`config.mk`:
```
export PLATFORM = sky130hd
export DESIGN_NAME = output_word_collector
export DESIGN_NICKNAME = d
export VERILOG_FILES = /design/src/rtl/output_word_collector.sv
export SDC_FILE = /design/constraint.sdc
export NUM_CORES = 1
export LEC_CHECK = 0
export BUFFER_PORTS_ARGS = -buffer_cell sky130_fd_sc_hd__buf_2
export CAP_MARGIN = 10
export CORE_MARGIN = 2
export CORE_UTILIZATION = 55
export CTS_BUF_LIST = sky130_fd_sc_hd__clkbuf_8
export DETAILED_ROUTE_END_ITERATION = 12
export GPL_ROUTABILITY_DRIVEN = 0
export PLACE_DENSITY = 0.78
export SYNTH_ARGS = -nofsm -noshare
export SYNTH_HDL_FRONTEND = slang
export SYNTH_SLANG_ARGS = --single-unit
```
`constraint.sdc`:
```
create_clock -name clk -period 3.5 [get_ports clk]
set_input_delay 0.35 -clock clk [delete_from_list [all_inputs] [get_ports clk]]
set_output_delay 0.35 -clock clk [all_outputs]
set_load 0.005 [all_outputs]
```
`src/rtl/output_word_collector.sv`:
```
// Collection stage for the transform's result words: a small FIFO behind a
// valid/ready handshake, plus a rotating XOR signature, word count and drop flag.
module output_word_collector #(
    parameter int DATA_W = 10,
    parameter int DEPTH  = 4,
    parameter int CNT_W  = 16
) (
    input  logic                       clk,
    input  logic                       rst,
    input  logic                       in_valid,
    input  logic [DATA_W-1:0]          in_data,
    output logic                       in_ready,
    output logic                       out_valid,
    output logic [DATA_W-1:0]          out_data,
    input  logic                       out_ready,
    output logic [$clog2(DEPTH):0]     level,
    output logic [DATA_W-1:0]          sig,
    output logic [CNT_W-1:0]           word_count,
    output logic                       drop,
    input  logic                       clr
);

    localparam int PTR_W = $clog2(DEPTH);
    localparam int LVL_W = PTR_W + 1;

    logic [DATA_W-1:0] mem_q [DEPTH];
    logic [PTR_W-1:0]  rd_ptr_q, rd_ptr_d;
    logic [PTR_W-1:0]  wr_ptr_q, wr_ptr_d;
    logic [LVL_W-1:0]  level_q, level_d;
    logic [DATA_W-1:0] sig_q, sig_d;
    logic [CNT_W-1:0]  cnt_q, cnt_d;
    logic              drop_q, drop_d;

    logic              push, pop, drop_evt;
    logic [DATA_W-1:0] sig_base;
    logic [CNT_W-1:0]  cnt_base;

    // Handshake flags depend on registered occupancy only, never on out_ready.
    assign in_ready   = (level_q != LVL_W'(DEPTH));
    assign out_valid  = (level_q != '0);
    assign out_data   = out_valid ? mem_q[rd_ptr_q] : '0;
    assign level      = level_q;
    assign sig        = sig_q;
    assign word_count = cnt_q;
    assign drop       = drop_q;

    assign push     = in_valid & in_ready;
    assign pop      = out_valid & out_ready;
    assign drop_evt = in_valid & ~in_ready;

    // NOTE: every signal written here gets a default first, so no path leaves it
    // unassigned and no latch is inferred.
    always_comb begin
        rd_ptr_d = rd_ptr_q;
        wr_ptr_d = wr_ptr_q;
        level_d  = level_q;
        if (push) wr_ptr_d = wr_ptr_q + PTR_W'(1);
        if (pop)  rd_ptr_d = rd_ptr_q + PTR_W'(1);
        unique case ({push, pop})
            2'b10:   level_d = level_q + LVL_W'(1);
            2'b01:   level_d = level_q - LVL_W'(1);
            default: level_d = level_q;
        endcase

        // Clear is applied first so a same-cycle push lands on a clean state.
        sig_base = clr ? '0 : sig_q;
        cnt_base = clr ? '0 : cnt_q;
        sig_d    = sig_base;
        cnt_d    = cnt_base;
        if (push) begin
            sig_d = {sig_base[DATA_W-2:0], sig_base[DATA_W-1]} ^ in_data;
            if (cnt_base != '1) cnt_d = cnt_base + CNT_W'(1);
        end
        drop_d = (clr ? 1'b0 : drop_q) | drop_evt;
    end

    // NOTE: sequential state uses non-blocking assignments so all registers
    // sample their next values from the same pre-edge snapshot.
    always_ff @(posedge clk or posedge rst) begin
        if (rst) begin
            rd_ptr_q <= '0;
            wr_ptr_q <= '0;
            level_q  <= '0;
            sig_q    <= '0;
            cnt_q    <= '0;
            drop_q   <= 1'b0;
        end else begin
            rd_ptr_q <= rd_ptr_d;
            wr_ptr_q <= wr_ptr_d;
            level_q  <= level_d;
            sig_q    <= sig_d;
            cnt_q    <= cnt_d;
            drop_q   <= drop_d;
        end
    end

    // NOTE: storage is not reset; stale entries are unreachable because
    // out_data is forced to 0 whenever level is 0.
    always_ff @(posedge clk) begin
        if (push) mem_q[wr_ptr_q] <= in_data;
    end

endmodule

```
==> results of run 1 <==
-- routing by layer --
metal	vias up	share of wire (%)	wire length [um]
li1	1110	-	-
met1	1143	43	2960
met2	71	50	3400
met3	9	5.7	389
met4	0	1.1	72
met5	-	0	0
-- cell type report --
cell class | count | area share (%)
clock buffers | 9 | 3.04
clock inverters | 7 | 1.97
inverters | 22 | 2.15
multi-input cells | 163 | 32.8
flip-flops and latches | 74 | 50.4
well taps | 77 | 2.37
repair buffers | 58 | 7.26
-- worst min-delay path, stage by stage --
cell   delay (ns)
buf_2        0.10
inv_1        0.04
buf_4        0.39
-- cells in the final DEF, fill, tap and decap left out, drive strengths merged, types with 2 or more instances in the layout --
cell type,count
nand4,2
ha,6
clkinv,4
buf,58
a21oi,2
nand3,9
mux2,7
nor4,2
a211oi,5
xor2,4
mux2i,13
clkbuf,9
o22ai,10
inv,22
dfrtp,34
nor2,18
and4,2
or4,2
nand2,9
a311oi,2
nand4b,2
xnor2,6
nor2b,8
a2111oi,3
o21ai,12
mux4,10
edfxtp,40
and3,6
clkinvlp,2
and2,13
-- cell families after synthesis --
kind of cell,after synthesis,share of synthesized area (%)
compound gates,38,7.44
xor+xnor,10,2.46
fa+ha+maj,7,2.67
buf+inv,36,4.99
flops,74,57.6
mux,30,12.5
simple gates,78,12.4
-- sequential cells by signal, summed over array words and instances (netlist names) --
signal	count
drop	1
level	3
mem_q	40
rd_ptr_q	2
sig	10
word_count	16
wr_ptr_q	2
-- Yosys cell counts (all sizes together), types with 7 or more instances --
cell type and instances:
dfrtp 34, inv 22, nor2 18, mux2 7, edfxtp 40, o21ai 12
nor2b 8, mux2i 13, mux4 10, buf 8, nand2 9, o22ai 10
and2 13, nand3 9
-- worst paths after layout --
check	end	slack, ns
setup / recovery	level[2]	0.91
hold / removal	word_count[3]	0.09
setup reg to reg	level[2]	0.91
hold reg to reg	drop	0.50
max in group asynchronous	sig[2]	3.08
min in group clk	mem_q[3][6]	0.25
-- power by group through the flow --
stage               logic (mW)  clock network (mW)  registers, mW
finish                   0.801               0.651           1.26
global placement         0.787                   0           1.27
floorplan                0.614                   0           1.21
detailed placement       0.806                   0           1.29
global route             0.894               0.703           1.29
CTS                      0.812               0.666           1.27
-- through the flow --
step	total power, mW	setup slack (ns)	utilization, %	cells
final	2.71	0.913	64.4	410
after CTS	2.75	0.943	64.4	410
after floorplan	1.82	0.885	-	273
after global placement	2.06	1.07	61.2	394
after detailed placement	2.09	0.960	61.2	394
after global routing	2.89	0.743	64.4	410
==> results_dict.tcl, run 1 <==
set metrics [dict create \
    area_growth_pct 14.2 \
    switching_share_pct 31.3 \
    cts.sinks 74 \
    hold_buffers 0 \
    cts_tree "yes" \
    arrival_ns 2.86 \
    cts_inserted_buffers 9 \
    clkPwrFrac_pct 24.0 \
    seq_power_share_pct 46.5 \
    timing.rr.start "level[0]" \
    antenna_found_initial 0 \
    rsz0062_at_grt "false" \
    wirelength_um 6820 \
    tightestPinTransition_ns 0.683 \
    hold_slack_ns 0.0943 \
    multi_input_area_um2 1330 \
    globalRouteMet2Util_pct 33.3 \
    status "completed" \
    cts-root-buf "clkbuf_8" \
    port_buffers 56 \
    postCtsSetupBuffers 0 \
    io-pin-count 57 \
    overflow 0 \
    synth_edf_count 40 \
    combPwrFrac_pct 29.5 \
    synth_cell_type_count 49 \
    die_h_um 84.5 \
    n_fill_cell 506 \
    critical_path_class "register to register" \
    rr_worst_depth 9 \
    placed_cell_area_um2 3860 \
    path_max_fanout 24 \
    yosys.area.top_type "edfxtp_1" \
    cpPeakStageDelay_ns 0.50 \
    hold_path_class "input pin to asynchronous set/reset pin" \
    avgSynthCellArea_um2 13.1 \
    cts_resized 0 \
    synth_area_leaders "edfxtp_1 34%, dfrtp_1 24%, mux4_2 6.3%, mux2i_1 3.7%, inv_1 2.2%" \
    rows 29 \
    cts_buffer_depth 2 \
    finalNetCount 350 \
    startpoint_type "register" \
    drc 0 \
    clock_latency_ns 0.34 \
    grt_pass1_vias 2307 \
    worst_clock_skew_ns 0.00875 \
    cp-end-kind "register" \
    syn_nets 295 \
    start_util_pct 56.4 \
    fmax_mhz 387 \
    finalCritPeriodShare_pct 73.9 \
    grt.busiest_layer "met2" \
    wl_per_cell_um 16.6 \
    required_ns 3.77 \
    grt_start_max_net_pins 41 \
    use_met3_pct 5.01 \
    antenna_cells 0 \
    track_usage_pct 20.7 \
    clkTransAtPathRegs_ns 0.08 \
    crit_top_cell "xor2_1" \
    cap_violations 0 \
    ir_drop_v 0.000335 \
    synth_seq_cells 74 \
    drtIter0Drc 93 \
    synthArstFlopShare_pct 45.9 \
    ys.flop_type "edfxtp_1" \
    totalNegativeSetupSlack_ns 0 \
    register_area_um2 2050 \
    cp_cell_sequence "or3b_1 > and2_4 > inv_6 > ha_1 > inv_1 > fa_1 > xor2_1 > nor2_1 > xor2_1" \
    final_cell_area_um2 4070 \
    fin_crit_ns 2.59 \
    globalRouteMet1Util_pct 27.9 \
    core_area_um2 6310 \
    crit_path_top_delay_cell "or3b_1" \
    final_layout_size_suffix_gt1_share_pct 29.4 \
    vias 2333 \
    synth_area_um2 3560 \
    first_pass_iters 4 \
    hpwl_um 4730 \
    drv_slew 0 \
    cellInternalPower_mw 1.87 \
    powerDensity_nw_per_um2 667 \
    synthCells 273 \
    htreeDepth 3 \
    p_switching_uw 849 \
    critPathBufInv 2 \
    critPathTopFamily "simple AND/OR/NAND/NOR gates" \
    ant_nets 0 \
    setup_viol_count_final 0 \
    yosysTopAreaCellShare_pct 33.7 \
    crit_cells 9 \
    die_w_um 84.5 \
    routed_via_density 5.69 \
    slew_headroom_pct 54.5 \
    cp-startpoint "level[0]" \
    p_leak_nw 1.71 \
    ys_seq_area_share_pct 57.6 \
    hold_viol 0 \
    ys_warn_count 0 \
    die_area_um2 7140 \
    grt_first_pass_wirelength_um 11400 \
]
No activity file was read; power rests on OpenSTA's default activity.
==> inputs of run 2 (changes only) <==
--- a/config.mk
+++ b/config.mk
@@ -8,7 +8,7 @@
 export BUFFER_PORTS_ARGS = -buffer_cell sky130_fd_sc_hd__buf_2
 export CAP_MARGIN = 10
 export CORE_MARGIN = 2
-export CORE_UTILIZATION = 55
+export CORE_UTILIZATION = 53
 export CTS_BUF_LIST = sky130_fd_sc_hd__clkbuf_8
 export DETAILED_ROUTE_END_ITERATION = 12
 export GPL_ROUTABILITY_DRIVEN = 0
==> constraint.sdc (replaced) <==
create_clock -name clk -period 2.3 [get_ports clk]
set_input_delay 0.23 -clock clk [delete_from_list [all_inputs] [get_ports clk]]
set_output_delay 0.23 -clock clk [all_outputs]
set_load 0.005 [all_outputs]
==> run 2 against run 1 <==
Compared with the run above: sequential share of layout area is 1.0 points lower; count of clock-buffer cells in the layout did not move; via count up 1.2%; largest cell class unchanged; fmax up 21%; largest power group unchanged.
==> results_dict.tcl, run 2 (synthesized netlist as in run 1, its figures left out) <==
set metrics [dict create \
    finalNetCount 359 \
    port_buffers 56 \
    globalRouteMet2Util_pct 32.2 \
    cpPeakStageDelay_ns 0.45 \
    path_max_fanout 7 \
    wirelength_um 6870 \
    hold_path_class "input pin to register" \
    largest_reg_flops 40 \
    status "completed" \
    finalCritPeriodShare_pct 93.1 \
    fmax_mhz 467 \
    cap_violations 0 \
    crit_top_cell "xor2_1" \
    final_common_cell "buf_2" \
    cp_cell_sequence "or3b_1 > and2_4 > inv_6 > ha_4 > inv_2 > fa_2 > xor2_1 > nor2_1 > xor2_1" \
    regMostFlops "mem_q" \
    critPathTopFamily "simple AND/OR/NAND/NOR gates" \
    clock_latency_ns 0.34 \
    drc 0 \
    io-pin-count 57 \
    cts_buffer_depth 2 \
    powerDensity_nw_per_um2 1020 \
    worst_clock_skew_ns 0.00436 \
    startpoint_type "register" \
    cts_inserted_buffers 9 \
    n_fill_cell 482 \
    vias 2360 \
    start_util_pct 55.5 \
    p_leak_nw 1.74 \
    grt_pass1_vias 2376 \
    die_h_um 86.0 \
    required_ns 2.57 \
    final_layout_size_suffix_gt1_share_pct 31.9 \
    use_met3_pct 4.52 \
    cp-end-kind "register" \
    cts.sinks 74 \
    routed_via_density 5.63 \
    grt.busiest_layer "met2" \
    track_usage_pct 20.5 \
    area_growth_pct 16.5 \
    cts-root-buf "clkbuf_8" \
    antenna_cells 0 \
    drv_slew 0 \
    rsz0062_at_grt "false" \
    critPathBufInv 2 \
    ir_drop_v 0.000485 \
    totalNegativeSetupSlack_ns 0 \
    critical_path_class "register to register" \
    tightestPinTransition_ns 0.531 \
    postCtsSetupBuffers 0 \
    core_area_um2 6420 \
    setup_viol_count_final 0 \
    ant_nets 0 \
    layout_common_cells "56 x buf_2, 40 x edfxtp_1, 34 x dfrtp_1" \
    die_area_um2 7400 \
    hold_viol 0 \
    die_w_um 86.0 \
    clkTransAtPathRegs_ns 0.08 \
    drtIter0Drc 137 \
    antenna_found_initial 0 \
    hpwl_um 4820 \
    htreeDepth 3 \
    grt_first_pass_wirelength_um 11500 \
    arrival_ns 2.41 \
    p_total_mw 4.24 \
    rows 29 \
    cts_tree "yes" \
    slew_headroom_pct 64.3 \
    crit_path_top_delay_cell "or3b_1" \
    overflow 0 \
    fin_crit_ns 2.14 \
    globalRouteMet1Util_pct 27.2 \
    first_pass_iters 4 \
    grt_start_max_net_pins 36 \
    wl_per_cell_um 16.4 \
]
## run 2: cell count changes in the layout (fill, tap and decap cells not counted), sizes merged
cell	delta
clkinv	-4
inv	+2
dlygate4sd3	+1
buf	+8
clkinvlp	+2
## run 2: stage by stage
step | cells | instance area (um^2) | setup WS [ns] | utilization, % | hold slack, ns
3_5_place_dp | 402 | 3940 | 0.184 | 61.3 | 0.353
6_report | 419 | 4150 | 0.158 | 64.6 | 0.134
3_3_place_gp | 402 | 3940 | 0.219 | 61.3 | 0.350
5_1_grt | 419 | 4150 | 0.0456 | 64.6 | 0.132
4_1_cts | 419 | 4150 | 0.154 | 64.6 | 0.121
2_1_floorplan | 273 | 3590 | -0.122 | - | 0.329
## run 2: metal layers
metal	up-vias	wire [um]
met2	72	3380
met5	-	0
li1	1124	-
met3	10	381
met1	1154	3000
met4	0	108
## run 2: power breakdown
part,switching [mW],internal (mW)
combinational,0.656,0.704
clock,0.504,0.508
sequential,0.173,1.69
total,1.33,2.90
## run 2: layout make-up
type,instances,area (um^2),area share (%)
multi-input cells,163,1350,32.5
inverters,22,87.6,2.11
clock buffers,9,124,2.98
well taps,77,96.3,2.32
flip-flops and latches,74,2050,49.4
repair buffers,67,365,8.80
clock inverters,7,77.6,1.87
## run 2: final timing paths
path                             from            end  slack [ns]  depth (start not counted)
max in group asynchronous         rst  word_count[8]        1.47                          4
min                        in_data[5]    mem_q[3][5]        0.13                          1
max reg2reg                  level[0]       level[2]        0.16                          9
max                          level[0]       level[2]        0.16                          9
min in group asynchronous         rst       level[1]        0.51                          4
min reg2reg                      drop           drop        0.50                          1
## run 2: what timing repair did
| action | CTS | global route |
|---|---|---|
| hold buffers | 1 | 0 |
| resized for setup | 0 | 0 |
| hold endpoints to repair | 34 | 0 |
